### src/rtl/sprite_move_ctrl.sv
// Sprite position controller: tick-paced X then Y step, spawn load.
// Define SPRITE_WRAP_EN for wrap-around edges instead of clamping.
module sprite_move_ctrl #(
    parameter int X_BITS = 10,
    parameter int Y_BITS = 10,
    parameter int X_MAX  = 624,
    parameter int Y_MAX  = 464
) (
    input  logic              clk,
    input  logic              reset,
    input  logic              enable,
    input  logic              tick,
    input  logic              dir_up,
    input  logic              dir_down,
    input  logic              dir_left,
    input  logic              dir_right,
    input  logic              spawn_req,
    input  logic [X_BITS-1:0] spawn_x,
    input  logic [Y_BITS-1:0] spawn_y,
    output logic              spawn_ack,
    output logic [X_BITS-1:0] x_pos,
    output logic [Y_BITS-1:0] y_pos,
    output logic              busy,
    output logic              tick_miss
);

    localparam logic [X_BITS-1:0] X_LIM = X_BITS'(X_MAX);
    localparam logic [Y_BITS-1:0] Y_LIM = Y_BITS'(Y_MAX);

    typedef enum logic [1:0] {
        IDLE   = 2'd0,
        STEP_X = 2'd1,
        STEP_Y = 2'd2,
        LOAD   = 2'd3
    } state_t;

    state_t state, state_nxt;

    logic [X_BITS-1:0] x_step, x_spawn;
    logic [Y_BITS-1:0] y_step, y_spawn;

    always_ff @(posedge clk or posedge reset) begin
        if (reset) state <= IDLE;
        else       state <= state_nxt;
    end

    // spawn wins over a same-cycle tick; enable low mid-step aborts
    always_comb begin
        state_nxt = state;
        case (state)
            IDLE: begin
                if (spawn_req)            state_nxt = LOAD;
                else if (tick && enable)  state_nxt = STEP_X;
            end
            STEP_X:  state_nxt = enable ? STEP_Y : IDLE;
            STEP_Y:  state_nxt = IDLE;
            LOAD:    state_nxt = IDLE;
            default: state_nxt = IDLE;
        endcase
    end

    always_comb begin
        busy      = (state != IDLE);
        spawn_ack = (state == LOAD);
    end

    always_comb begin
        x_step = x_pos;
        if (dir_right && !dir_left) begin
            if (x_pos >= X_LIM) begin
`ifdef SPRITE_WRAP_EN
                x_step = '0;
`else
                x_step = X_LIM;
`endif
            end else begin
                x_step = x_pos + X_BITS'(1);
            end
        end else if (dir_left && !dir_right) begin
            if (x_pos == '0) begin
`ifdef SPRITE_WRAP_EN
                x_step = X_LIM;
`else
                x_step = '0;
`endif
            end else begin
                x_step = x_pos - X_BITS'(1);
            end
        end
    end

    always_comb begin
        y_step = y_pos;
        if (dir_down && !dir_up) begin
            if (y_pos >= Y_LIM) begin
`ifdef SPRITE_WRAP_EN
                y_step = '0;
`else
                y_step = Y_LIM;
`endif
            end else begin
                y_step = y_pos + Y_BITS'(1);
            end
        end else if (dir_up && !dir_down) begin
            if (y_pos == '0) begin
`ifdef SPRITE_WRAP_EN
                y_step = Y_LIM;
`else
                y_step = '0;
`endif
            end else begin
                y_step = y_pos - Y_BITS'(1);
            end
        end
    end

    always_comb begin
        x_spawn = (spawn_x > X_LIM) ? X_LIM : spawn_x;
        y_spawn = (spawn_y > Y_LIM) ? Y_LIM : spawn_y;
    end

    always_ff @(posedge clk or posedge reset) begin
        if (reset) begin
            x_pos     <= '0;
            y_pos     <= '0;
            tick_miss <= 1'b0;
        end else begin
            tick_miss <= tick && (state != IDLE);
            case (state)
                STEP_X: if (enable) x_pos <= x_step;
                STEP_Y: if (enable) y_pos <= y_step;
                LOAD: begin
                    x_pos <= x_spawn;
                    y_pos <= y_spawn;
                end
                default: ;
            endcase
        end
    end

endmodule

### config.mk
export PLATFORM = sky130hd
export DESIGN_NAME = sprite_move_ctrl
export DESIGN_NICKNAME = d
export VERILOG_FILES = /design/src/rtl/sprite_move_ctrl.sv
export SDC_FILE = /design/constraint.sdc
export NUM_CORES = 1
export LEC_CHECK = 0
export ABC_AREA = 0
export BUFFER_PORTS_ARGS = -buffer_cell sky130_fd_sc_hd__buf_2
export CELL_PAD_IN_SITES_DETAIL_PLACEMENT = 1
export CELL_PAD_IN_SITES_GLOBAL_PLACEMENT = 2
export CORE_MARGIN = 1
export CORE_UTILIZATION = 30
export CTS_CLUSTER_DIAMETER = 150
export DETAILED_ROUTE_END_ITERATION = 8
export PLACE_DENSITY = 0.91
export SYNTH_ARGS = -nofsm -noshare
export SYNTH_HDL_FRONTEND = slang
export SYNTH_SLANG_ARGS = --single-unit
### constraint.sdc
create_clock -name clk -period 3 [get_ports clk]
set_clock_uncertainty 0.2 [all_clocks]
set_input_delay 0.6 -clock clk [delete_from_list [all_inputs] [get_ports clk]]
set_output_delay 0.6 -clock clk [all_outputs]
set_load 0.005 [all_outputs]
==> flow_summary.toml <==
[global_routing]
grt_pass1_vias = 2301
antenna_found_initial = 0
busiest_layer = "met2"
grt_usage_pct = 20.1
globalRouteMet3Util_pct = 2.06
met1_usage_pct = 29.4
grt_max_degree = 24
grtUsageMet2_pct = 31.8
overflow = 0
grt_pass1_wl_um = 11500

[finish]
num-fill-cells = 808
post-route-util_pct = 37.3
nets = 345
layout.area.seq_um2 = 576
syn_to_final_growth_pct = 17.7
antenna_cells = 0
multi_input_area_um2 = 1360
drive_above_1_share_pct = 21.9

[run_status]
violations = "DRC"
status = "complete, but fails checks"

[synth]
avgSynthCellArea_um2 = 7.70
ys.flop_type = "dfrtp_1"
synth_cell_types = 55
ys_seq_area_share_pct = 28.0
synth-edff-count = 0
synth_seq_cells = 23
ys_top_cells_by_count = "o21ai_0, dfrtp_1, nor2_1"
syn_nets = 301
yosysTopAreaCell = "dfrtp_1"
ys_async_sr_fraction_pct = 100
synth_top_area_share_pct = 28.0
synth.area.top_cells = "dfrtp_1, o21ai_0, nand3_1"
yosysMostFrequentCell = "o21ai_0"
yosysWarnings = 0
syn_area_um2 = 2060
syn_inst = 267

[clocking]
clk_pin_slew_ns = 0.10
cts_made_buffers = 3
cts_tree = "yes"
ctsResizeCount = 0
clock_latency_ns = 0.27
holdBufCountCts = 0
cts_sinks = 23
post-cts-setup-buffer-count = 0
cts-root-buf = "clkbuf_8"
clockBufferDepth = 2
htreeDepth = 1

[timing]
whs_ns = 0.155
fin_crit_sh_pct = 83.3
setup_viol = 0
max_freq_mhz = 400
max_slew_margin_pct = 52.7
fin_tns_setup_ns = 0
tightest_slew_ns = 0.700
finalHoldViolCount = 0
grt_setup_unrepaired = "false"
slew_viol_final = 0
fin_crit_ns = 2.50

[worst_setup_path]
start_kind = "flip-flop"
critPathKind = "flip-flop to flip-flop"
crit_chain = "inv_1, ha_1, or4b_4, or3_1, nor2b_4, a221oi_1, o21ai_1"
crit_arrival_ns = 2.45
path_max_fanout = 9
worstPathRequired_ns = 2.95
critical-path-slowest-cell = "or4b_4"
end_kind = "flip-flop"
slowest_delay_ns = 0.49

[power_and_ir_drop]
power_density_nw_per_um2 = 816
irDropWorstVdd_v = 0.000274
leakage_nw = 1.05

[routing]
drt-initial-drc-count = 254
viasPerCell = 5.88
drt_first_pass_iters = 7
wire_per_inst_um = 17.8
antenna_left = 0
routed_wirelength_um = 6880
drt_drc_violations_left = 3
dr_total_vias = 2276

[floorplan]
die_w_um = 84.8
chipHeight_um = 84.8
std_cell_rows = 29
start_util_pct = 31.7
dieArea_um2 = 7190
pin_count = 52
fp.coreArea_um2 = 6490

[placed_design]
place.gp.congestion = 0.899
hpwl_um = 5300
io_buffers = 51

[min_path]
holdCritPathClass = "input pin to async pin"

[run]
max_cap_violations = 0
cells by family (layout without fill, tap and decap cells):
group                    count (synthesis)  after routing  synth area share, %
multiplexers                             4              4                 1.95
XOR/XNOR                                16             16                 6.81
flip-flops                              23             23                 28.0
AND/OR/NAND/NOR                        102            102                 26.5
buffers and inverters                   30             73                 6.14
adder cells (fa/ha/maj)                  5              5                 3.04
AO/OA/AOI/OAI                           87             87                 27.6
layer usage:
metal | share of wire, % | wire length, um
met5 | 0 | 0
met4 | 0.93 | 64
met3 | 5.6 | 383
met2 | 45 | 3080
met1 | 49 | 3360
power breakdown:
group / switching (W) / internal (W) / total, W
combinational: 0.000535 / 0.000496 / 0.00103
clock: 0.000113 / 0.0000951 / 0.000208
sequential: 0.000307 / 0.000430 / 0.000737
stage by stage:
step,cell area [um2],power [W],instances,setup WS (ns)
finish,2420,0.00198,387,0.502
global route,2420,0.00216,387,0.314
CTS,2420,0.00198,387,0.488
detailed placement,2380,0.00177,383,0.507
global placement,2380,0.00175,383,0.577
floorplan,2060,0.00141,267,0.656
cell type report:
type	instances	area share (%)
inverters	11	1.71
clock buffers	4	1.86
well taps	77	3.98
repair buffers	58	12.7
multi-input cells	214	56.0
flip-flops and latches	23	23.8
worst paths after layout:
path	start	endpoint	slack, ns	cells past startpoint
min in group clk	spawn_req	state[0]	0.36	3
setup reg to reg	x_pos[0]	x_pos[2]	0.50	7
max in group asynchronous	reset	y_pos[9]	2.19	3
hold / removal	reset	y_pos[5]	0.16	3
setup / recovery	x_pos[0]	x_pos[2]	0.50	7
hold reg to reg	state[1]	state[1]	0.39	1
layout by cell type (no fill, tap or decap), drive strengths merged, types with 3 or more instances in the layout:
cell type,count
xor2,7
nand4,6
a32oi,3
nor3,12
ha,5
nand2,16
mux2i,4
o21ai,27
nor2b,5
nor2,22
a31oi,7
a211oi,3
or4,3
buf,58
xnor2,9
nand3,17
dfrtp,23
nor3b,3
nand2b,4
a22oi,7
clkbuf,4
inv,11
a21oi,13
and3,4
o211ai,3
o22ai,4
state kept, by name, summed over array words and instances, names as in the netlist:
| signal | cells |
|---|---|
| x_pos | 10 |
| state | 2 |
| tick_miss | 1 |
| y_pos | 10 |
worst max-delay path, delay by kind of cell, from the launching register on:
family	cells	cell delay [ns]
AO/OA/AOI/OAI	2	0.38
flip-flops	1	0.47
AND/OR/NAND/NOR	3	1.01
buffers and inverters	1	0.09
adder cells (fa/ha/maj)	1	0.23
Power figures use the tool's default switching activity.
